File: src/rtl/line_cache_writeback.sv
// ---------------------------------------------------------------------------
// line_cache_writeback
//
// Copies one finished row out of a two-half line cache into SDRAM as a series
// of fixed-length write bursts. The frame sampler, in another clock domain,
// signals each finished row by toggling s_req. This block answers by setting
// s_ack equal to the served request value once the whole row is written.
//
// Ports
//   clk          single clock, rising edge
//   reset        asynchronous, active-high
//   s_req        row-ready toggle (async, synchronized here)
//   s_cache_row  line-cache half holding the row (async, synchronized here)
//   s_sdram_row  destination SDRAM row {line[8:0], field} (async, synchronized)
//   s_ack        acknowledge toggle
//   rd_address   line-cache read address {cache_row, word_index[9:0]}
//   rd_data      line-cache read data, valid one cycle after rd_address
//   cmd_valid    burst write command valid
//   cmd_ready    command accepted when cmd_valid && cmd_ready
//   cmd_addr     {sdram_row[9:0], column[9:0]}, column = burst * BURST_LEN
//   wd_valid     write data beat valid
//   wd_ready     beat accepted when wd_valid && wd_ready
//   wd_data      write data beat
//   busy         high from request capture until s_ack toggles
//   overrun      one-cycle pulse when the destination row changes while busy
// ---------------------------------------------------------------------------
module line_cache_writeback #(
    parameter int ROW_WORDS = 752,  // words per row, multiple of BURST_LEN
    parameter int BURST_LEN = 8     // words per burst, power of two
) (
    input  logic        clk,
    input  logic        reset,
    input  logic        s_req,
    input  logic        s_cache_row,
    input  logic [9:0]  s_sdram_row,
    output logic        s_ack,
    output logic [10:0] rd_address,
    input  logic [15:0] rd_data,
    output logic        cmd_valid,
    input  logic        cmd_ready,
    output logic [19:0] cmd_addr,
    output logic        wd_valid,
    input  logic        wd_ready,
    output logic [15:0] wd_data,
    output logic        busy,
    output logic        overrun
);

    localparam int NUM_BURSTS = ROW_WORDS / BURST_LEN;
    localparam int BURST_W    = (NUM_BURSTS > 1) ? $clog2(NUM_BURSTS) : 1;
    localparam int BEAT_W     = (BURST_LEN > 1) ? $clog2(BURST_LEN) : 1;

    localparam logic [BURST_W-1:0] LAST_BURST = BURST_W'(NUM_BURSTS - 1);
    localparam logic [BEAT_W-1:0]  LAST_BEAT  = BEAT_W'(BURST_LEN - 1);
    localparam logic [9:0]         LAST_WORD  = 10'(ROW_WORDS - 1);

    localparam logic [2:0] ST_IDLE   = 3'd0;
    localparam logic [2:0] ST_SETTLE = 3'd1;
    localparam logic [2:0] ST_CMD    = 3'd2;
    localparam logic [2:0] ST_DATA   = 3'd3;
    localparam logic [2:0] ST_ACK    = 3'd4;

    // -----------------------------------------------------------------------
    // Two-flop synchronizers for the request bundle. The bits may land on
    // different cycles; SETTLE waits one extra cycle after the request is
    // seen so the row fields have caught up before they are latched.
    // -----------------------------------------------------------------------
    logic [11:0] sync1_q, sync2_q;
    logic        req_s;
    logic        cache_row_s;
    logic [9:0]  sdram_row_s;

    // NOTE: every register is written with <= so all flops sample the values
    // from before the edge, regardless of statement order.
    always_ff @(posedge clk or posedge reset) begin
        if (reset) begin
            sync1_q <= '0;
            sync2_q <= '0;
        end else begin
            sync1_q <= {s_req, s_cache_row, s_sdram_row};
            sync2_q <= sync1_q;
        end
    end

    assign req_s       = sync2_q[11];
    assign cache_row_s = sync2_q[10];
    assign sdram_row_s = sync2_q[9:0];

    // -----------------------------------------------------------------------
    // State
    // -----------------------------------------------------------------------
    logic [2:0]         state_q,      state_d;
    logic               ack_q,        ack_d;
    logic               busy_q,       busy_d;
    logic               overrun_q,    overrun_d;
    logic               req_val_q,    req_val_d;
    logic               cache_row_q,  cache_row_d;
    logic [9:0]         sdram_row_q,  sdram_row_d;
    logic [9:0]         sdram_prev_q, sdram_prev_d;
    logic [BURST_W-1:0] burst_q,      burst_d;
    logic [BEAT_W-1:0]  beat_q,       beat_d;
    logic [9:0]         rd_idx_q,     rd_idx_d;   // word index on rd_address
    logic               rd_done_q,    rd_done_d;  // every word of the row read
    logic               rd_pend_q,    rd_pend_d;  // rd_data this cycle is wanted
    logic [15:0]        buf0_q,       buf0_d;     // skid head, drives wd_data
    logic [15:0]        buf1_q,       buf1_d;
    logic [1:0]         count_q,      count_d;

    logic fetch_active;
    logic beat_fire;
    logic rd_issue;
    logic [2:0] occupancy;

    assign cmd_valid  = (state_q == ST_CMD);
    assign wd_valid   = (state_q == ST_DATA) && (count_q != 2'd0);
    assign wd_data    = buf0_q;
    assign rd_address = {cache_row_q, rd_idx_q};
    assign cmd_addr   = {sdram_row_q, 10'(burst_q * BURST_LEN)};
    assign s_ack      = ack_q;
    assign busy       = busy_q;
    assign overrun    = overrun_q;

    assign beat_fire    = wd_valid && wd_ready;
    assign fetch_active = (state_q == ST_CMD) || (state_q == ST_DATA);

    // Buffer occupancy after this cycle's pop, counting the read in flight.
    // A full buffer that is draining this cycle still has room for one more
    // read, which keeps beats back-to-back across a stall or a CMD gap.
    assign occupancy = 3'(count_q) + 3'(rd_pend_q) - 3'(beat_fire);
    assign rd_issue  = fetch_active && !rd_done_q && (occupancy < 3'd2);

    // NOTE: every variable gets a default at the top of the block so no path
    // leaves one unassigned, which would otherwise infer a latch.
    always_comb begin
        state_d      = state_q;
        ack_d        = ack_q;
        busy_d       = busy_q;
        req_val_d    = req_val_q;
        cache_row_d  = cache_row_q;
        sdram_row_d  = sdram_row_q;
        burst_d      = burst_q;
        beat_d       = beat_q;
        rd_idx_d     = rd_idx_q;
        rd_done_d    = rd_done_q;
        rd_pend_d    = 1'b0;
        buf0_d       = buf0_q;
        buf1_d       = buf1_q;
        count_d      = count_q;
        sdram_prev_d = sdram_row_s;
        overrun_d    = busy_q && (sdram_row_s != sdram_prev_q);

        // Cache read side: present the next word and advance, stopping on
        // the last word of the row so the address never wraps.
        if (rd_issue) begin
            rd_pend_d = 1'b1;
            if (rd_idx_q == LAST_WORD) begin
                rd_done_d = 1'b1;
            end else begin
                rd_idx_d = rd_idx_q + 10'd1;
            end
        end

        // Skid buffer: push the word returned this cycle, pop on an accepted
        // beat. buf0 only changes on a pop or when empty, so wd_data holds
        // steady through a stall.
        case ({rd_pend_q, beat_fire})
            2'b10: begin
                if (count_q == 2'd0) begin
                    buf0_d = rd_data;
                end else begin
                    buf1_d = rd_data;
                end
                count_d = count_q + 2'd1;
            end
            2'b01: begin
                buf0_d  = buf1_q;
                count_d = count_q - 2'd1;
            end
            2'b11: begin
                if (count_q == 2'd1) begin
                    buf0_d = rd_data;
                end else begin
                    buf0_d = buf1_q;
                    buf1_d = rd_data;
                end
            end
            default: ;
        endcase

        case (state_q)
            ST_IDLE: begin
                if (req_s != ack_q) begin
                    state_d = ST_SETTLE;
                    busy_d  = 1'b1;
                end
            end
            ST_SETTLE: begin
                req_val_d   = req_s;
                cache_row_d = cache_row_s;
                sdram_row_d = sdram_row_s;
                burst_d     = '0;
                beat_d      = '0;
                rd_idx_d    = '0;
                rd_done_d   = 1'b0;
                count_d     = 2'd0;
                state_d     = ST_CMD;
            end
            ST_CMD: begin
                if (cmd_ready) begin
                    state_d = ST_DATA;
                end
            end
            ST_DATA: begin
                if (beat_fire) begin
                    if (beat_q == LAST_BEAT) begin
                        beat_d = '0;
                        if (burst_q == LAST_BURST) begin
                            state_d = ST_ACK;
                        end else begin
                            burst_d = burst_q + 1'b1;
                            state_d = ST_CMD;
                        end
                    end else begin
                        beat_d = beat_q + 1'b1;
                    end
                end
            end
            ST_ACK: begin
                ack_d   = req_val_q;
                busy_d  = 1'b0;
                state_d = ST_IDLE;
            end
            default: state_d = ST_IDLE;
        endcase
    end

    // NOTE: the two skid entries are reset along with the control state; they
    // are plain flops, and a defined wd_data after reset costs nothing.
    always_ff @(posedge clk or posedge reset) begin
        if (reset) begin
            state_q      <= ST_IDLE;
            ack_q        <= 1'b0;
            busy_q       <= 1'b0;
            overrun_q    <= 1'b0;
            req_val_q    <= 1'b0;
            cache_row_q  <= 1'b0;
            sdram_row_q  <= '0;
            sdram_prev_q <= '0;
            burst_q      <= '0;
            beat_q       <= '0;
            rd_idx_q     <= '0;
            rd_done_q    <= 1'b0;
            rd_pend_q    <= 1'b0;
            buf0_q       <= '0;
            buf1_q       <= '0;
            count_q      <= 2'd0;
        end else begin
            state_q      <= state_d;
            ack_q        <= ack_d;
            busy_q       <= busy_d;
            overrun_q    <= overrun_d;
            req_val_q    <= req_val_d;
            cache_row_q  <= cache_row_d;
            sdram_row_q  <= sdram_row_d;
            sdram_prev_q <= sdram_prev_d;
            burst_q      <= burst_d;
            beat_q       <= beat_d;
            rd_idx_q     <= rd_idx_d;
            rd_done_q    <= rd_done_d;
            rd_pend_q    <= rd_pend_d;
            buf0_q       <= buf0_d;
            buf1_q       <= buf1_d;
            count_q      <= count_d;
        end
    end

endmodule

File: config.mk
export PLATFORM = sky130hd
export DESIGN_NAME = line_cache_writeback
export DESIGN_NICKNAME = d
export VERILOG_FILES = /design/src/rtl/line_cache_writeback.sv
export SDC_FILE = /design/constraint.sdc
export NUM_CORES = 1
export LEC_CHECK = 0
export ABC_AREA = 1
export CAP_MARGIN = 10
export CELL_PAD_IN_SITES_DETAIL_PLACEMENT = 2
export CELL_PAD_IN_SITES_GLOBAL_PLACEMENT = 2
export CORE_ASPECT_RATIO = 0.9
export CORE_MARGIN = 5
export CORE_UTILIZATION = 32
export CTS_BUF_LIST = sky130_fd_sc_hd__clkbuf_16
export CTS_CLUSTER_SIZE = 12
export DETAILED_ROUTE_END_ITERATION = 6
export GPL_ROUTABILITY_DRIVEN = 0
export PLACE_DENSITY = 0.79
export SLEW_MARGIN = 20
export SYNTH_ARGS = -nofsm -noshare
export SYNTH_HDL_FRONTEND = slang
export SYNTH_SLANG_ARGS = --single-unit
export TNS_END_PERCENT = 50
File: constraint.sdc
create_clock -name clk -period 4.7 [get_ports clk]
set_input_delay 0.94 -clock clk [delete_from_list [all_inputs] [get_ports clk]]
set_output_delay 0.94 -clock clk [all_outputs]
set_load 0.01 [all_outputs]
; ---- Word level (Yosys, flattened, before mapping)
; Cells that the tools add are included.
[classes]
order_cmp = 1
n_addsub = 7
muxes = 30
reduce_logical = 25
n_eq_ne = 22
[op_table]
columns = op, count
row1 = $mux 16, 4
row2 = $pmux 16 s3, 1
row3 = $pmux 16 s2, 1
row4 = $mux 10, 3
row5 = $mux 3, 7
row6 = $mux 7, 3
row7 = $pmux 7 s2, 1
row8 = $ne 2x2->1 const B, 6
row9 = $pmux 3 s4, 1
row10 = $reduce_bool 2->1, 6
row11 = $add 10x1->10 const B, 1
row12 = $eq 10x10->1 const B, 1
row13 = $ne 10x10->1, 1
row14 = $reduce_and 2->1, 5
row15 = $reduce_and 4->1, 2
row16 = $add 7x1->7 const B, 1
row17 = $eq 7x7->1 const B, 1
row18 = $eq 3x2->1 const B, 2
row19 = $eq 3x3->1 const B, 2
row20 = $ne 2x1->1 const B, 3
row21 = $pmux 3 s2, 1
row22 = $reduce_bool 3->1, 2
row23 = $logic_and 1x1->1, 5
row24 = $mux 1, 5
row25 = 18 further kinds, 20
[word_totals]
out_inout_bits = 52
register_bits = 108
wordCells = 103
in_bits = 32

; ---- Longest topological paths before layout
; Gate-level depths: netlist of run 1.
[depth]
ltp_word = 8
mapped_depth = 18
mapped_depth_nobuf = 18

; ---- Worst setup path before layout of run 1
; OpenSTA, ideal clock, no wires.
[synth_timing]
path_kind = input port to flip-flop
from = input wd_ready
to = register rd_idx_q[8]
setup_time_ns = 0.118
cell_stages = 13
path_buffers = 1
required_ns = 4.582
arrival_time_ns = 2.820
slack_ns = 1.762
cell_sequence = nand2_1 inv_1 ha_1 or2_2 fa_1 nand2_2 nor2_2 nand2_2 nand2_4 nand2_8 buf_12 nand2_2 o21ai_2
[synth_between]
elab_chain_cells = 6
[synth_lines]
columns = item, line
row1 = start: declaration, 43  ; input logic wd_ready,
row2 = $logic_and 1x1->1, 123  ; assign beat_fire = wd_valid && wd_ready;
row3 = $sub 3x1->3, 129  ; assign occupancy = 3'(count_q) + 3'(rd_pend_q) - 3'(beat_fire);
row4 = $lt 3x2->1, 130  ; assign rd_issue = fetch_active && !rd_done_q && (occupancy < 3'd2);
row5 = $logic_and 1x1->1, 130
row6 = $reduce_bool 2->1 (no line), -
row7 = $reduce_and 2->1 (no line), -
row8 = end signal: assignment, 268  ; rd_idx_q <= rd_idx_d;
row9 = end: declaration, 102  ; logic [9:0] rd_idx_q, rd_idx_d;
; Every way passes these cells.
; A chain may end at the register's enable or synchronous reset.

; ---- Final worst setup path of run 1
[layout_timing]
from = input wd_ready
to = register rd_idx_q[9]
; Same word-level chain as after synthesis.

==> results of run 1 <==
## report_power, final
part	switching, mW	internal [mW]
Sequential	0.184	1.17
Clock	0.367	0.417
Combinational	0.828	0.551
## routing by layer
layer,global-route usage (%),share of wire (%),vias to the layer above
li1,-,-,1882
met1,19.9,43,1997
met2,29.9,53,65
met3,4.22,3.7,6
met4,2.62,0.55,0
met5,0,0,-
## worst max-delay path by stage
stage | from | endpoint | slack (ns) | cells past startpoint
2_1_floorplan | reset | beat_q[0] | 0.91 | 1
3_3_place_gp | wd_ready | rd_idx_q[9] | 1.10 | 15
4_1_cts | wd_ready | rd_idx_q[9] | 1.35 | 15
5_1_grt | wd_ready | rd_idx_q[9] | 1.23 | 15
3_5_place_dp | wd_ready | rd_idx_q[9] | 1.0 | 15
6_report | wd_ready | rd_idx_q[9] | 1.36 | 15
## worst max-delay path, delay by kind of cell
family | cells | cell delay, ns
fa+ha+maj | 2 | 0.74
buf+inv | 4 | 0.81
simple gates | 9 | 1.09
## layout make-up
| cell class | instances | area, sq um | area share [%] |
|---|---|---|---|
| inverter | 59 | 224 | 3.65 |
| multi-input combinational | 367 | 1850 | 30.1 |
| clock inverter | 7 | 75.1 | 1.22 |
| timing repair buffer | 82 | 816 | 13.3 |
| sequential | 108 | 2700 | 44.0 |
| clock buffer | 9 | 225 | 3.67 |
| tap | 198 | 248 | 4.03 |
## metrics by stage
stage / power (mW) / setup WS [ns] / hold WS (ns)
finish: 3.52 / 1.36 / 0.356
global route: 3.79 / 1.23 / 0.365
CTS: 3.59 / 1.35 / 0.364
detailed placement: 2.77 / 0.997 / 0.336
global placement: 2.67 / 1.10 / 0.335
floorplan: 2.22 / 0.914 / 0.331
## logic make-up (layout without fill, tap and decap cells)
family,count (synthesis),after routing,share of synthesized area (%)
xor+xnor,9,9,1.61
flops,108,108,55.2
simple gates,257,257,22.7
compound gates,85,85,9.83
other cells,1,3,0.0766
fa+ha+maj,13,13,3.47
buf+inv,77,157,7.18
## layout by cell type, fill, tap and decap left out, drive strengths merged, types with 3 or more instances in the layout
cell type / Yosys / final
conb: 1 / 3
ha: 12 / 12
nand3: 35 / 35
inv: 58 / 60
clkinv: 1 / 3
a21oi: 19 / 19
dfrtp: 108 / 108
xor2: 6 / 6
o21ai: 58 / 58
clkbuf: 3 / 9
nor2: 70 / 70
xnor2: 3 / 3
clkdlybuf4s50: 0 / 80
or2: 3 / 3
nand2: 147 / 147
## sequential cells by signal (all words and copies together), names as in the netlist, 2 cells and up
name / flops
buf1_q: 16
state_q: 3
wd_data: 16
beat_q: 3
sync1_q: 12
sdram_row_q: 10
count_q: 2
rd_idx_q: 10
burst_q: 7
sdram_prev_q: 10
sync2_q: 12
==> flow_summary_export.csv, run 1 <==
group,metric,value,unit
critical_path,cp_max_fo,18,
floorplanning,core_area,14900,sq um
finish,final_layout_size_suffix_gt1_share,8.86,%
worst_hold_path,whs_endpoint,"sync2_q[7]",
synthesis,ys_warn_count,0,
placement,io_buffers,80,
detailed_routing,antenna_left,0,
finish,antenna_cells,0,
floorplanning,dieHeight,127,um
clock_tree,clkSinkCount,108,
critical_path,rr_worst_depth,17,
detailed_routing,vias,3950,
clock_tree,clk_pin_slew,0.07,ns
synthesis,synth_top_area_share,55.2,%
synthesis,syn_area_per_cell,8.91,sq um
finish,nNetsFinal,672,
critical_path,crit_type,"in2reg",
critical_path,cp_slowest_cell,"clkdlybuf4s50_1",
critical_path,critPathMaxStageDelay,0.53,ns
synthesis,synth.cells.most_frequent,"nand2_1 (134), dfrtp_1 (108), nor2_1 (64)",
detailed_routing,wire_per_inst,17.0,um
global_routing,grt_pass1_wl,23700,um
floorplanning,initial_core_util,32.9,%
finish,final_core_util,41.3,%
timing,fin_skew,0.00620,ns
outcome,status,"completed",
floorplanning,die_area,17900,sq um
clock_tree,clk_path_buf_depth,2,
critical_path,crit_path_end_kind,"register",
job,drv_cap,0,
synthesis,seq_area_frac_synth,55.2,%
finish,area_delta_synth_final,25.4,%
synthesis,postSynthCellCount,550,
power_and_ir_drop,power_density,573,nW/um^2
floorplanning,rows,42,
global_routing,antenna_found_initial,0,
critical_path,required,4.95,ns
worst_hold_path,hold_path_depth,0,
finish,fillers,1647,
synthesis,synth_area_leaders,"dfrtp_1 (55%), nand2_1 (10%), o21ai_0 (5.2%)",
synthesis,yosysTopAreaCell,"dfrtp_1",
worst_hold_path,min_from,"sync1_q[7]",
timing,fmax,0.300,GHz
clock_tree,clk_latency,0.36,ns
clock_tree,postCtsResizedCells,0,
timing,setup_tns,0,ns
clock_tree,cts_max_level,3,
critical_path,r2r-start,"count_q[1]",
synthesis,async_reset_ff_share,100,%
timing,tightest_slew,0.968,ns
global_routing,grt_max_degree,74,
placement,placed_cells,814,
floorplanning,dieWidth,140,um
detailed_routing,drcViolationCount,0,
finish,instances_no_fill,830,
synthesis,synth_edf_count,0,
clock_tree,holdBufCountCts,0,
synthesis,synth_area,4900,sq um
clock_tree,cts_tree,"built",
synthesis,synth_flop_cell,"dfrtp_1",
floorplanning,ioPinCount,84,
worst_hold_path,holdCritPathClass,"reg2reg",
global_routing,first_global_vias,4589,
timing,drv_slew,0,
timing,fin_crit_sh,71.0,%
power_and_ir_drop,p_leak,2.87,nW
detailed_routing,drt_iter0_markers,135,
synthesis,yosysMostFrequentCell,"nand2_1",
critical_path,cp-start-kind,"input pin",
timing,min_period,3.34,ns
detailed_routing,first_pass_iters,4,
timing,rsz0062_at_grt,"false",
global_routing,grt_overflow,0,
detailed_routing,wirelength,14100,um
global_routing,grt_util_all_layers,16.4,%
power_and_ir_drop,irDropWorstVdd,0.000273,V
detailed_routing,viasPerCell,4.76,
critical_path,crit_arrival,3.59,ns
synthesis,ys_ff_latch,108,
placement,dp_hpwl,10000,um
clock_tree,numCtsBuffers,9,
timing,relSlewSlack,35.5,%
synthesis,yosysUniqueCellTypes,35,
timing,hold_violations,0,
critical_path,rrSetupSlack,1.58,ns
finish,design_area,6140,sq um
timing,setup_viol,0,
clock_tree,postCtsSetupRepairBufs,0,
critical_path,crit_chain,"clkdlybuf4s50_1 > nand2_1 > inv_1 > ha_1 > or2_2 > fa_1 > nand2_2 > nor2_2 > nand2_2 > nand2_4 > nand2_8 > inv_1 > nand2_1 > nand2_1 > inv_1",
placement,placed_area,5840,sq um
critical_path,r2r_end,"rd_idx_q[9]",
clock_tree,cts-root-buf,"clkbuf_16",
Note: power is estimated with default switching activity, not from simulation.
==> inputs of run 2 (changes only) <==
--- a/config.mk
+++ b/config.mk
@@ -11,12 +11,12 @@
 export CELL_PAD_IN_SITES_GLOBAL_PLACEMENT = 2
 export CORE_ASPECT_RATIO = 0.9
 export CORE_MARGIN = 5
-export CORE_UTILIZATION = 32
+export CORE_UTILIZATION = 29
 export CTS_BUF_LIST = sky130_fd_sc_hd__clkbuf_16
 export CTS_CLUSTER_SIZE = 12
 export DETAILED_ROUTE_END_ITERATION = 6
 export GPL_ROUTABILITY_DRIVEN = 0
-export PLACE_DENSITY = 0.79
+export PLACE_DENSITY = 0.75
 export SLEW_MARGIN = 20
 export SYNTH_ARGS = -nofsm -noshare
 export SYNTH_HDL_FRONTEND = slang
==> constraint.sdc (replaced) <==
create_clock -name clk -period 2.8 [get_ports clk]
set_input_delay 0.56 -clock clk [delete_from_list [all_inputs] [get_ports clk]]
set_output_delay 0.56 -clock clk [all_outputs]
set_load 0.01 [all_outputs]
==> run 2 against run 1 <==
Clock power rose by 61%. Cell area rose by 4.6%. Die area rose by 9.6%. Sequential power rose by 66%. Via count rose by 3.0%. Setup slack got worse by 1.2 ns. Clock skew rose by 0.0023 ns. Sequential cell count did not move. Clock-buffer cell count did not move. Final cell count rose by 5.3%. Critical path type is now reg2reg. Critical endpoint unchanged. Largest cell class unchanged.
==> flow_summary_export.csv, run 2 (synthesized netlist as in run 1, its figures left out) <==
group,metric,value,unit
finish,layout_commonest_cell,"nand2_1",
critical_path,cp_slowest_cell,"fa_1",
finish,multi_input_area,1900,sq um
global_routing,grt_util_all_layers,15.4,%
clock_tree,clk_path_buf_depth,2,
finish,antenna_cells,0,
power_and_ir_drop,irDropWorstVdd,0.000303,V
critical_path,path_delay_family,"simple AND/OR/NAND/NOR gates",
timing,tightest_slew,0.633,ns
timing,hold_violations,0,
clock_tree,numCtsBuffers,9,
global_routing,use_met1,20.0,%
timing,setup_ws,0.138,ns
global_routing,use_met3,4.01,%
placement,placed_area,6030,sq um
timing,hold_slack,0.353,ns
critical_path,r2r_end,"rd_idx_q[9]",
worst_hold_path,hold_path_depth,0,
power_and_ir_drop,p_total,6.17,mW
finish,instances_no_fill,874,
finish,fillers,1846,
global_routing,first_global_vias,4665,
critical_path,rr_worst_depth,17,
finish,final_cell_mix,"nand2_1 (133), dfrtp_1 (108), clkdlybuf4s50_1 (80)",
global_routing,use_met2,26.1,%
critical_path,crit_chain,"inv_2 > ha_4 > nor2_4 > nand2_2 > inv_2 > ha_1 > or2_4 > fa_1 > nand2_2 > nor2_2 > nand2_2 > nand2_4 > nand2_8 > inv_2 > nand2_1 > nand2_1 > inv_1",
floorplanning,dieHeight,133,um
detailed_routing,wire_per_inst,16.2,um
detailed_routing,antenna_left,0,
placement,place_ws,-0.295,ns
clock_tree,clk_pin_slew,0.08,ns
floorplanning,ioPinCount,84,
finish,area_delta_synth_final,31.2,%
critical_path,crit_path_start,"count_q[0]",
timing,relSlewSlack,57.7,%
critical_path,crit_path_end_kind,"register",
timing,fin_skew,0.00848,ns
global_routing,antenna_found_initial,0,
worst_hold_path,min_from,"sync1_q[5]",
detailed_routing,vias,4068,
critical_path,r2r-start,"count_q[0]",
detailed_routing,drcViolationCount,0,
power_and_ir_drop,p_leak,3.02,nW
critical_path,cp.depth,17,
timing,fin_crit_sh,95.1,%
finish,nNetsFinal,703,
power_and_ir_drop,power_density,961,nW/um^2
critical_path,crit_arrival,2.91,ns
placement,dp_hpwl,10200,um
global_routing,grt_pass1_wl,24500,um
timing,min_period,2.66,ns
floorplanning,core_area,16700,sq um
clock_tree,clk_latency,0.36,ns
timing,setup_viol,0,
detailed_routing,drt_iter0_markers,119,
floorplanning,dieWidth,147,um
critical_path,required,3.05,ns
finish,seqCellArea,2700,sq um
critical_path,path_buf_inv,4,
critical_path,critPathMaxStageDelay,0.55,ns
detailed_routing,viasPerCell,4.65,
timing,drv_slew,0,
critical_path,crit_type,"reg2reg",
worst_hold_path,holdCritPathClass,"reg2reg",
critical_path,rrSetupSlack,0.14,ns
detailed_routing,wirelength,14200,um
placement,io_buffers,80,
critical_path,cp-start-kind,"register",
global_routing,grt_max_degree,42,
detailed_routing,first_pass_iters,4,
global_routing,busiest_layer,"met2",
floorplanning,rows,45,
floorplanning,die_area,19600,sq um
placement,placed_cells,847,
clock_tree,cts-root-buf,"clkbuf_16",
critical_path,cp_max_fo,5,
floorplanning,initial_core_util,29.3,%
clock_tree,cts_max_level,3,
clock_tree,cts_tree,"built",
timing,fmax,0.376,GHz
finish,final_layout_size_suffix_gt1_share,14.0,%
global_routing,grt_overflow,0,
clock_tree,clkSinkCount,108,
worst_hold_path,whs_endpoint,"sync2_q[5]",
outcome,status,"completed",
finish,design_area,6430,sq um
job,drv_cap,0,
## run 2: cell count changes in the layout (fill, tap and decap cells not counted), moves of 2 or more
| cell | change |
|---|---|
| buf_4 | +27 |
| inv_1 | -4 |
| inv_2 | +4 |
| buf_12 | +2 |
| inv_6 | +2 |
| nand2_4 | +2 |
## run 2: cell type report
| class | instances | area share (%) |
|---|---|---|
| Sequential cell | 108 | 42.0 |
| Multi-Input combinational cell | 369 | 29.5 |
| Timing Repair Buffer | 111 | 16.5 |
| Tap cell | 211 | 4.11 |
| Clock buffer | 9 | 3.50 |
| Inverter | 59 | 3.50 |
| Clock inverter | 7 | 0.857 |
## run 2: where the power goes
group	switching [mW]	internal [mW]
clock network	0.639	0.620
registers	0.286	1.97
logic	1.48	1.17
total	2.41	3.77
## run 2: timing repair
item                                    in CTS  in global routing
cloned                                       2                  0
setup buffers                                6                  3
hold endpoints to repair                     0                  0
pin swaps                                    2                  6
gates resized for setup                      2                  7
hold buffers                                 0                  0
endpoints found under the setup margin       5                 10
## run 2: how the worst max path moves through the flow
stage / to / slack (ns)
floorplan: rd_idx_q[8] / -0.03
global placement: rd_idx_q[9] / -0.19
detailed placement: rd_idx_q[9] / -0.30
CTS: rd_idx_q[9] / 0.009
global route: rd_idx_q[9] / -0.007
finish: rd_idx_q[9] / 0.14
## run 2: metal layers
layer	wire length (um)	share of wire, %
met1	6520	46
met2	7040	50
met3	475	3.4
met4	123	0.87
met5	0	0
## run 2: metrics by stage
step	utilization [%]	TNS, ns
3_5_place_dp	36.1	-2.47
6_report	38.4	0
3_3_place_gp	36.1	-1.36
5_1_grt	38.4	-0.00665
2_1_floorplan	-	-0.131
4_1_cts	38.2	0
## run 2: worst register-to-register path, cell delays in order, from the launching register on
cell	delay [ns]
dfrtp_1	0.38
inv_2	0.07
ha_4	0.16
nor2_4	0.11
nand2_2	0.07
inv_2	0.06
ha_1	0.21
or2_4	0.25
fa_1	0.55
nand2_2	0.06
nor2_2	0.09
nand2_2	0.08
nand2_4	0.14
nand2_8	0.09
inv_2	0.07
nand2_1	0.05
nand2_1	0.06
inv_1	0.04
==> inputs of run 3 (changes only) <==
--- a/config.mk
+++ b/config.mk
@@ -9,7 +9,6 @@
 export CAP_MARGIN = 10
 export CELL_PAD_IN_SITES_DETAIL_PLACEMENT = 2
 export CELL_PAD_IN_SITES_GLOBAL_PLACEMENT = 2
-export CORE_ASPECT_RATIO = 0.9
 export CORE_MARGIN = 5
 export CORE_UTILIZATION = 29
 export CTS_BUF_LIST = sky130_fd_sc_hd__clkbuf_16
==> constraint.sdc (replaced) <==
create_clock -name clk -period 2.4 [get_ports clk]
set_input_delay 0.48 -clock clk [delete_from_list [all_inputs] [get_ports clk]]
set_output_delay 0.48 -clock clk [all_outputs]
set_load 0.01 [all_outputs]
==> run 3 against run 2 <==
The run now ends with negative setup slack left. Maximum frequency increased by 4.2%. Total power increased by 24%. Sequential cell count unchanged. Combinational power increased by 38%. Via count increased by 3.4%. Sequential share of layout area decreased by 2.2 points. Clock skew decreased by 0.00097 ns. Core utilization increased by 2.5 points. Non-clock buffer count increased by 17.
==> flow_summary_export.csv, run 3 (synthesized netlist as in run 1, its figures left out) <==
group,metric,value,unit
outcome,status,"finished with violations",
outcome,violations,"negative setup slack",
clock_tree,clk_latency,0.36,ns
finish,layout_commonest_cell,"nand2_1",
detailed_routing,vias,4206,
critical_path,crit_arrival,2.82,ns
timing,rsz0062_at_grt,"true",
clock_tree,cts_tree,"built",
power_and_ir_drop,power_density,1130,nW/um^2
clock_tree,clk_path_buf_depth,2,
critical_path,rr_worst_depth,14,
worst_hold_path,holdCritPathClass,"reg2reg",
detailed_routing,first_pass_iters,4,
detailed_routing,drcViolationCount,0,
power_and_ir_drop,p_total,7.67,mW
critical_path,required,2.67,ns
finish,final_cell_mix,"nand2_1 (129), dfrtp_1 (108), clkdlybuf4s50_1 (80)",
job,drv_cap,0,
critical_path,r2r_end,"rd_done_q",
clock_tree,clkSinkCount,108,
global_routing,grt_util_all_layers,15.6,%
placement,placed_area,6060,sq um
finish,final_layout_size_suffix_gt1_share,18.5,%
timing,hold_violations,0,
timing,setup_ws,-0.154,ns
floorplanning,ioPinCount,84,
detailed_routing,viasPerCell,4.67,
timing,fmax,0.391,GHz
detailed_routing,drt_iter0_markers,96,
floorplanning,rows,47,
critical_path,rrSetupSlack,-0.15,ns
worst_hold_path,hold_path_depth,0,
power_and_ir_drop,irDropWorstVdd,0.000407,V
floorplanning,initial_core_util,29.5,%
placement,place_ws,-0.671,ns
floorplanning,dieWidth,140,um
global_routing,antenna_found_initial,0,
clock_tree,cts_max_level,3,
floorplanning,die_area,19600,sq um
finish,instances_no_fill,901,
critical_path,crit_type,"reg2reg",
placement,placed_cells,860,
power_and_ir_drop,p_leak,3.17,nW
critical_path,cp-start-kind,"register",
floorplanning,dieHeight,140,um
finish,antenna_cells,0,
timing,drv_slew,0,
timing,hold_slack,0.348,ns
global_routing,grt_max_degree,39,
timing,fin_skew,0.00751,ns
clock_tree,holdBufCountCts,0,
clock_tree,cts-root-buf,"clkbuf_16",
placement,io_buffers,80,
critical_path,crit_path_end_kind,"register",
finish,design_area,6790,sq um
timing,setup_tns,-1.91,ns
timing,fin_crit_sh,106,%
finish,area_delta_synth_final,38.5,%
detailed_routing,antenna_left,0,
global_routing,first_global_vias,4791,
global_routing,grt_overflow,0,
timing,min_period,2.55,ns
critical_path,r2r-start,"count_q[1]",
detailed_routing,wire_per_inst,17.5,um
clock_tree,clk_pin_slew,0.07,ns
timing,setup_viol,26,
global_routing,grt_pass1_wl,24700,um
finish,final_core_util,40.9,%
worst_hold_path,whs_endpoint,"sync2_q[11]",
detailed_routing,wirelength,15800,um
placement,dp_hpwl,10400,um
worst_hold_path,min_from,"sync1_q[11]",
finish,nNetsFinal,721,
critical_path,cp_max_fo,2,
floorplanning,core_area,16600,sq um
clock_tree,numCtsBuffers,9,
==> run 3: cell types whose count changed in the layout (fill, tap and decap cells not counted), moves of 5 or more <==
cell / previous run / this run
buf_6: 0 / 5
o21ai_1: 0 / 6
buf_4: 29 / 36
nor2_1: 64 / 58
o21ai_0: 51 / 42
==> run 3: timing repair <==
action / 4_1_cts / 5_1_grt
setup buffers: 12 / 6
pin swaps: 12 / 12
gates resized for setup: 16 / 47
setup endpoints to repair: 11 / 44
endpoints found under the hold margin: 0 / 0
cloned: 2 / 5
==> run 3: worst max-delay path by stage <==
stage	to	slack, ns	depth (start not counted)	from
detailed placement	rd_idx_q[9]	-0.67	15	wd_ready
floorplan	rd_idx_q[8]	-0.43	16	count_q[1]
global placement	rd_idx_q[9]	-0.57	15	wd_ready
finish	rd_done_q	-0.15	14	count_q[1]
global route	rd_idx_q[1]	-0.28	15	count_q[1]
CTS	rd_idx_q[3]	-0.20	15	count_q[1]
==> run 3: critical path: stages, from the launching register on <==
cell,delay (ns)
dfrtp_1,0.38
inv_2,0.06
ha_4,0.17
nor2_4,0.12
nand2_2,0.07
inv_2,0.08
ha_4,0.19
or2_4,0.22
fa_1,0.49
nand2_2,0.07
nor2_4,0.12
nand2_4,0.08
buf_4,0.13
buf_4,0.13
o22ai_1,0.15
==> run 3: metal layers <==
metal / wire length, um / global-route usage, % / share of wire, %
met1: 6610 / 18.3 / 42
met2: 8520 / 29.1 / 54
met5: 0 / 0 / 0
met4: 193 / 4.44 / 1.2
met3: 431 / 3.00 / 2.7
==> run 3: cell type report <==
type                    count  area, sq um
well taps                 220          275
clock inverters             7         36.3
inverters                  59          233
clock buffers               9          225
repair buffers            128         1280
flip-flops and latches    108         2700
fillers                  1818         9800
multi-input cells         370         2040
==> run 3: power by group <==
group | total (mW) | switching [mW] | internal (mW)
clock network | 1.38 | 0.686 | 0.693
logic | 3.66 | 1.98 | 1.67
registers | 2.63 | 0.334 | 2.30
total | 7.67 | 3.00 | 4.66
